<file path="src/rtl/refill_arbiter_pkg.sv">
// Shared definitions for the refill arbiter and the two cache miss controllers
// that sit in front of it: FSM encodings, grant codes and default geometry.
package refill_arbiter_pkg;

  localparam int ADDR_W_DEF     = 20;
  localparam int DATA_W_DEF     = 32;
  localparam int LINE_WORDS_DEF = 4;

  typedef enum logic [1:0] {
    ST_IDLE = 2'd0,
    ST_REQ  = 2'd1,
    ST_XFER = 2'd2
  } state_e;

  // Port ownership: 0 = icache, 1 = dcache.
  localparam logic GNT_I = 1'b0;
  localparam logic GNT_D = 1'b1;

endpackage

</file>
<file path="src/rtl/refill_arbiter_rr_arb2.sv">
// Two-way round-robin picker. req[0] is the icache, req[1] the dcache.
// When both request, the one that did not own the last fill wins.
module rr_arb2
  import refill_arbiter_pkg::*;
(
  input  logic [1:0] req,
  input  logic       last,
  output logic       gnt,
  output logic       any
);

  assign any = |req;

  // Pick the winner; a lone requester always wins, a tie goes against last.
  always_comb begin
    // NOTE: every output of a combinational block gets a default first, so no
    // path through the case leaves it unassigned and a latch is never inferred.
    gnt = GNT_I;
    case (req)
      2'b10:   gnt = GNT_D;
      2'b11:   gnt = (last == GNT_D) ? GNT_I : GNT_D;
      default: gnt = GNT_I;
    endcase
  end

endmodule

</file>
<file path="src/rtl/refill_arbiter.sv">
// Shares one external refill port between the icache and dcache miss
// controllers. One line fill at a time: IDLE picks a requester, REQ presents
// its address to memory until accepted, XFER routes LINE_WORDS beats back.
module refill_arbiter
  import refill_arbiter_pkg::*;
#(
  parameter int ADDR_W     = ADDR_W_DEF,
  parameter int DATA_W     = DATA_W_DEF,
  parameter int LINE_WORDS = LINE_WORDS_DEF
) (
  input  logic              hclk,
  input  logic              hreset,
  input  logic              i_req,
  input  logic [ADDR_W-1:0] i_addr,
  output logic              i_ack,
  output logic              i_valid,
  output logic [DATA_W-1:0] i_data,
  input  logic              d_req,
  input  logic [ADDR_W-1:0] d_addr,
  output logic              d_ack,
  output logic              d_valid,
  output logic [DATA_W-1:0] d_data,
  output logic              m_req,
  output logic [ADDR_W-1:0] m_addr,
  input  logic              m_ack,
  input  logic              m_valid,
  input  logic [DATA_W-1:0] m_data,
  output logic              busy,
  output logic              grant_d,
  output logic              proto_err
);

  localparam int CNT_W = $clog2(LINE_WORDS);
  localparam logic [CNT_W-1:0] LAST_BEAT = CNT_W'(LINE_WORDS - 1);

  state_e             state_q,     state_d;
  logic [ADDR_W-1:0]  m_addr_q,    m_addr_d;
  logic               grant_d_q,   grant_d_d;
  logic               rr_last_q,   rr_last_d;
  logic [CNT_W-1:0]   beat_cnt_q,  beat_cnt_d;
  logic               proto_err_q, proto_err_d;

  logic pick_d;
  logic pick_any;

  rr_arb2 u_rr_arb2 (
    .req  ({d_req, i_req}),
    .last (rr_last_q),
    .gnt  (pick_d),
    .any  (pick_any)
  );

  // Next-state logic for the fill sequence, grant, address and beat counter.
  always_comb begin
    state_d     = state_q;
    m_addr_d    = m_addr_q;
    grant_d_d   = grant_d_q;
    rr_last_d   = rr_last_q;
    beat_cnt_d  = beat_cnt_q;
    proto_err_d = proto_err_q | (m_valid & (state_q != ST_XFER));
    case (state_q)
      ST_IDLE: begin
        if (pick_any) begin
          m_addr_d  = (pick_d == GNT_D) ? d_addr : i_addr;
          grant_d_d = pick_d;
          state_d   = ST_REQ;
        end
      end
      ST_REQ: begin
        // Requests are not looked at here: a dropped req cannot abort the fill.
        if (m_ack) begin
          beat_cnt_d = '0;
          state_d    = ST_XFER;
        end
      end
      ST_XFER: begin
        if (m_valid) begin
          beat_cnt_d = beat_cnt_q + CNT_W'(1);
          if (beat_cnt_q == LAST_BEAT) begin
            rr_last_d = grant_d_q;
            state_d   = ST_IDLE;
          end
        end
      end
      default: state_d = ST_IDLE;
    endcase
  end

  // State registers; reset aborts any fill and hands the first tie to the icache.
  always_ff @(posedge hclk or posedge hreset) begin
    if (hreset) begin
      state_q     <= ST_IDLE;
      m_addr_q    <= '0;
      grant_d_q   <= GNT_I;
      rr_last_q   <= GNT_D;
      beat_cnt_q  <= '0;
      proto_err_q <= 1'b0;
    end else begin
      // NOTE: non-blocking assignments so every flop samples the values from
      // before this edge, independent of statement order.
      state_q     <= state_d;
      m_addr_q    <= m_addr_d;
      grant_d_q   <= grant_d_d;
      rr_last_q   <= rr_last_d;
      beat_cnt_q  <= beat_cnt_d;
      proto_err_q <= proto_err_d;
    end
  end

  // Outputs decode registered state only; req inputs never reach them directly.
  assign m_req     = (state_q == ST_REQ);
  assign busy      = (state_q != ST_IDLE);
  assign m_addr    = m_addr_q;
  assign grant_d   = grant_d_q;
  assign proto_err = proto_err_q;

  assign i_ack   = m_ack & m_req & (grant_d_q == GNT_I);
  assign d_ack   = m_ack & m_req & (grant_d_q == GNT_D);
  assign i_valid = m_valid & (state_q == ST_XFER) & (grant_d_q == GNT_I);
  assign d_valid = m_valid & (state_q == ST_XFER) & (grant_d_q == GNT_D);
  assign i_data  = m_data;
  assign d_data  = m_data;

endmodule

</file>
<file path="config.mk">
export PLATFORM = sky130hd
export DESIGN_NAME = refill_arbiter
export DESIGN_NICKNAME = d
export VERILOG_FILES = /design/src/rtl/refill_arbiter_pkg.sv /design/src/rtl/refill_arbiter_rr_arb2.sv /design/src/rtl/refill_arbiter.sv
export SDC_FILE = /design/constraint.sdc
export NUM_CORES = 1
export LEC_CHECK = 0
export BUFFER_PORTS_ARGS = -buffer_cell sky130_fd_sc_hd__clkbuf_2
export CORE_ASPECT_RATIO = 0.8
export CORE_UTILIZATION = 38
export DETAILED_ROUTE_END_ITERATION = 10
export GPL_TIMING_DRIVEN = 0
export MAX_ROUTING_LAYER = met4
export PLACE_DENSITY = 0.87
export SLEW_MARGIN = 20
export SYNTH_ARGS = -nofsm -noshare
export SYNTH_HDL_FRONTEND = slang
export SYNTH_HIERARCHICAL = 1
export SYNTH_SLANG_ARGS = --single-unit
export TNS_END_PERCENT = 20
</file>
<file path="constraint.sdc">
create_clock -name hclk -period 1.9 [get_ports hclk]
set_input_delay 0.095 -clock hclk [delete_from_list [all_inputs] [get_ports hclk]]
set_output_delay 0.095 -clock hclk [all_outputs]
set_load 0.01 [all_outputs]
</file>
==> metrics.cfg <==
[floorplan]
io_pins=170
die_h_um=65.0
fp-row-count=22
start_util_pct=40.3
die-area_um2=5250
die_x_um=80.8
coreArea_um2=4680

[layout]
multiInputGateArea_um2=657
layout_commonest_cell=clkbuf_2
fin_util_pct=57.8
nets=413
regArea_um2=677
diodes=0
drive_gt1_share_pct=71.8
num-fill-cells=432
most-common-layout-cells=clkbuf_2, buf_4, dfrtp_1, nor2_1, mux2i_1
fin_cells=393
area.growth.synth_to_final_pct=43.3

[logic_synthesis]
ys_seq_elements=27
ys_warn_count=6
avgSynthCellArea_um2=9.87
syn_area_um2=1890
synthCells=191
syn-num-nets=270
ys_types=28
synth.yosys.seq_area_share_pct=35.9

[place]
dp_cells=388
dp_slack_ns=0.394
io_buffers=137
dpl.hpwl_um=3600
gp_congestion=0.703

[route]
totalWireLength_um=4190
ant_nets=0
wl_met2_um=2390
wl_met3_um=238
dr.max_layer_used=met4
drtPass1Iterations=4
met1_length_um=1550
wire_per_inst_um=10.7
drc=0
avgViaCountPerCell=4.34
drt_first_iter_violations=18
vias=1704

[grt]
grt_max_degree=28
grt_pass1_wl_um=6280
grt.overflow.total=0
grt_pass1_vias=1515
antenna_found_initial=0
grt_usage_pct=15.7

[status]
status=completed

[clock_network]
cts_tree=done
clk_transition_reported_paths_ns=0.09
cts_buffers=3
cts_root_buffer=clkbuf_8
clk_latency_ns=0.27
cts_max_path_buffers=2
cts.htree.levels=1
cts_sinks=27

[sta]
setup_ws_ns=0.389
final.setup.tns_ns=0
fin_crit_sh_pct=79.5
max_freq_mhz=662
fin_skew_ns=0.00709
final_hold_viol_count=0
grt_setup_unrepaired=no
slew_headroom_pct=63.0
final_max_slew_viol_count=0
holdWs_ns=0.116
worst_pin_slew_ns=0.554
min_period_ns=1.51
setup_viol=0

[critical_path]
start_kind=flop
critPathSlowestCell=dfrtp_1
critical-path-top-delay-family=simple AND/OR/NAND/NOR gates
path_cells=buf_2 > nor2b_1 > nand2_1 > nor2_1 > clkbuf_2
cp_max_fo=8
critPathMaxStageDelay_ns=0.37
critPathArrivalTime_ns=1.42
crit_path_end_kind=output port
cp.required_ns=1.80
path_class=reg2out
worstPathBufferInverterCount=2

[power_and_ir_drop]
p_sw_mw=1.17
seq_power_share_pct=34.5
p_leak_nw=1.53
ir_drop_uv=673
power-per-cell-area_nw_per_um2=1080
p_int_mw=1.75
p_clk_share_pct=10.9
comb_power_share_pct=54.6
switching_share_pct=40.1

[worst_hold_path]
hp-class=in2reg

[run]
cap_viol_max_count=0

==> worst reg2reg max path, delay by kind of cell (launching register included) <==
kind            cells  cell delay, ns
compound gates      2            0.22
buf+inv             2            0.50
flops               1            0.38
mux                 1            0.28
==> logic make-up (layout without fill, tap and decap cells) <==
| logic type | count (synthesis) | in the layout | share of synthesized area [%] |
|---|---|---|---|
| AND/OR/NAND/NOR | 38 | 38 | 10.5 |
| flip-flops | 27 | 27 | 35.9 |
| multiplexers | 22 | 22 | 11.8 |
| AO/OA/AOI/OAI | 28 | 28 | 11.9 |
| buffers and inverters | 75 | 217 | 29.3 |
| adder cells (fa/ha/maj) | 1 | 1 | 0.663 |
==> metal layers <==
metal / up-vias / track usage (%)
li1: 846 / -
met1: 790 / 16.5
met2: 66 / 30.6
met3: 2 / 3.38
met4: 0 / 1.34
met5: - / -
==> state kept, by name, summed over array words and instances, names as in the netlist <==
| register | flops |
|---|---|
| grant_d | 1 |
| rr_last_q | 1 |
| proto_err | 1 |
| beat_cnt_q | 2 |
| state_q | 2 |
| m_addr | 20 |
==> final cells by class <==
| class | instances | area share (%) |
|---|---|---|
| Clock buffer | 3 | 1.53 |
| Timing Repair Buffer | 138 | 25.7 |
| Sequential cell | 27 | 25.0 |
| Buffer | 73 | 20.1 |
| Clock inverter | 1 | 0.185 |
| Multi-Input combinational cell | 89 | 24.3 |
| Tap cell | 60 | 2.78 |
| Inverter | 2 | 0.278 |
==> power groups by stage <==
stage / clock (mW) / sequential (mW) / combinational, mW
5_1_grt: 0.361 / 1.04 / 1.76
2_1_floorplan: 0 / 1.10 / 0.988
4_1_cts: 0.336 / 1.01 / 1.63
6_report: 0.319 / 1.01 / 1.60
3_3_place_gp: 0 / 1.00 / 1.59
3_5_place_dp: 0 / 1.02 / 1.63
==> repair_timing <==
item                                    4_1_cts  5_1_grt
endpoints found under the setup margin        0        0
setup buffers                                 0        0
hold buffers                                  0        1
resized for setup                             0        0
endpoints found under the hold margin         0       26
==> metrics by stage <==
step	cell area, µm²	total power, mW
CTS	2690	2.98
detailed placement	2650	2.65
global placement	2650	2.59
finish	2700	2.93
global route	2700	3.17
floorplan	1890	2.09
==> Yosys cell counts <==
cell type  number  area share (%)
mux2_2          2             1.2
or2_2           1            0.33
and2_1          1            0.33
nand2b_4        1            0.73
or2_1           1            0.33
and3_1          1            0.33
nor2_1         21             4.2
nor3b_4         1             1.0
a21o_1          2            0.80
nor3b_1         3             1.2
nand2_1         4            0.80
nor2b_1         1            0.33
o21ai_0         1            0.27
a21boi_1        1            0.40
nor3_1          1            0.27
buf_6           2             1.2
dfstp_2         1             1.4
dfrtp_1        26              35
ha_1            1            0.66
buf_4          67              27
a21oi_2        19             8.8
a211oi_1        2            0.80
clkbuf_1        1            0.20
a21oi_1         3            0.80
buf_2           3            0.80
inv_1           2            0.40
nand2b_1        2            0.66
mux2i_1        20              11
==> final timing paths <==
| check | slack, ns | cells past startpoint | to | startpoint |
|---|---|---|---|---|
| setup / recovery | 0.39 | 5 | i_ack | state_q[1]$_DFFE_PP0P_ |
| max in group asynchronous | 1.10 | 3 | rr_last_q$_DFFE_PP1P_ | hreset |
| hold / removal | 0.12 | 2 | proto_err$_DFF_PP0_ | m_valid |
| min in group asynchronous | 0.42 | 3 | m_addr[8]$_DFFE_PP0P_ | hreset |
| hold reg to reg | 0.47 | 1 | proto_err$_DFF_PP0_ | proto_err$_DFF_PP0_ |
| setup reg to reg | 0.42 | 5 | m_addr[10]$_DFFE_PP0P_ | rr_last_q$_DFFE_PP1P_ |
Note: power is estimated with default switching activity, not from simulation.
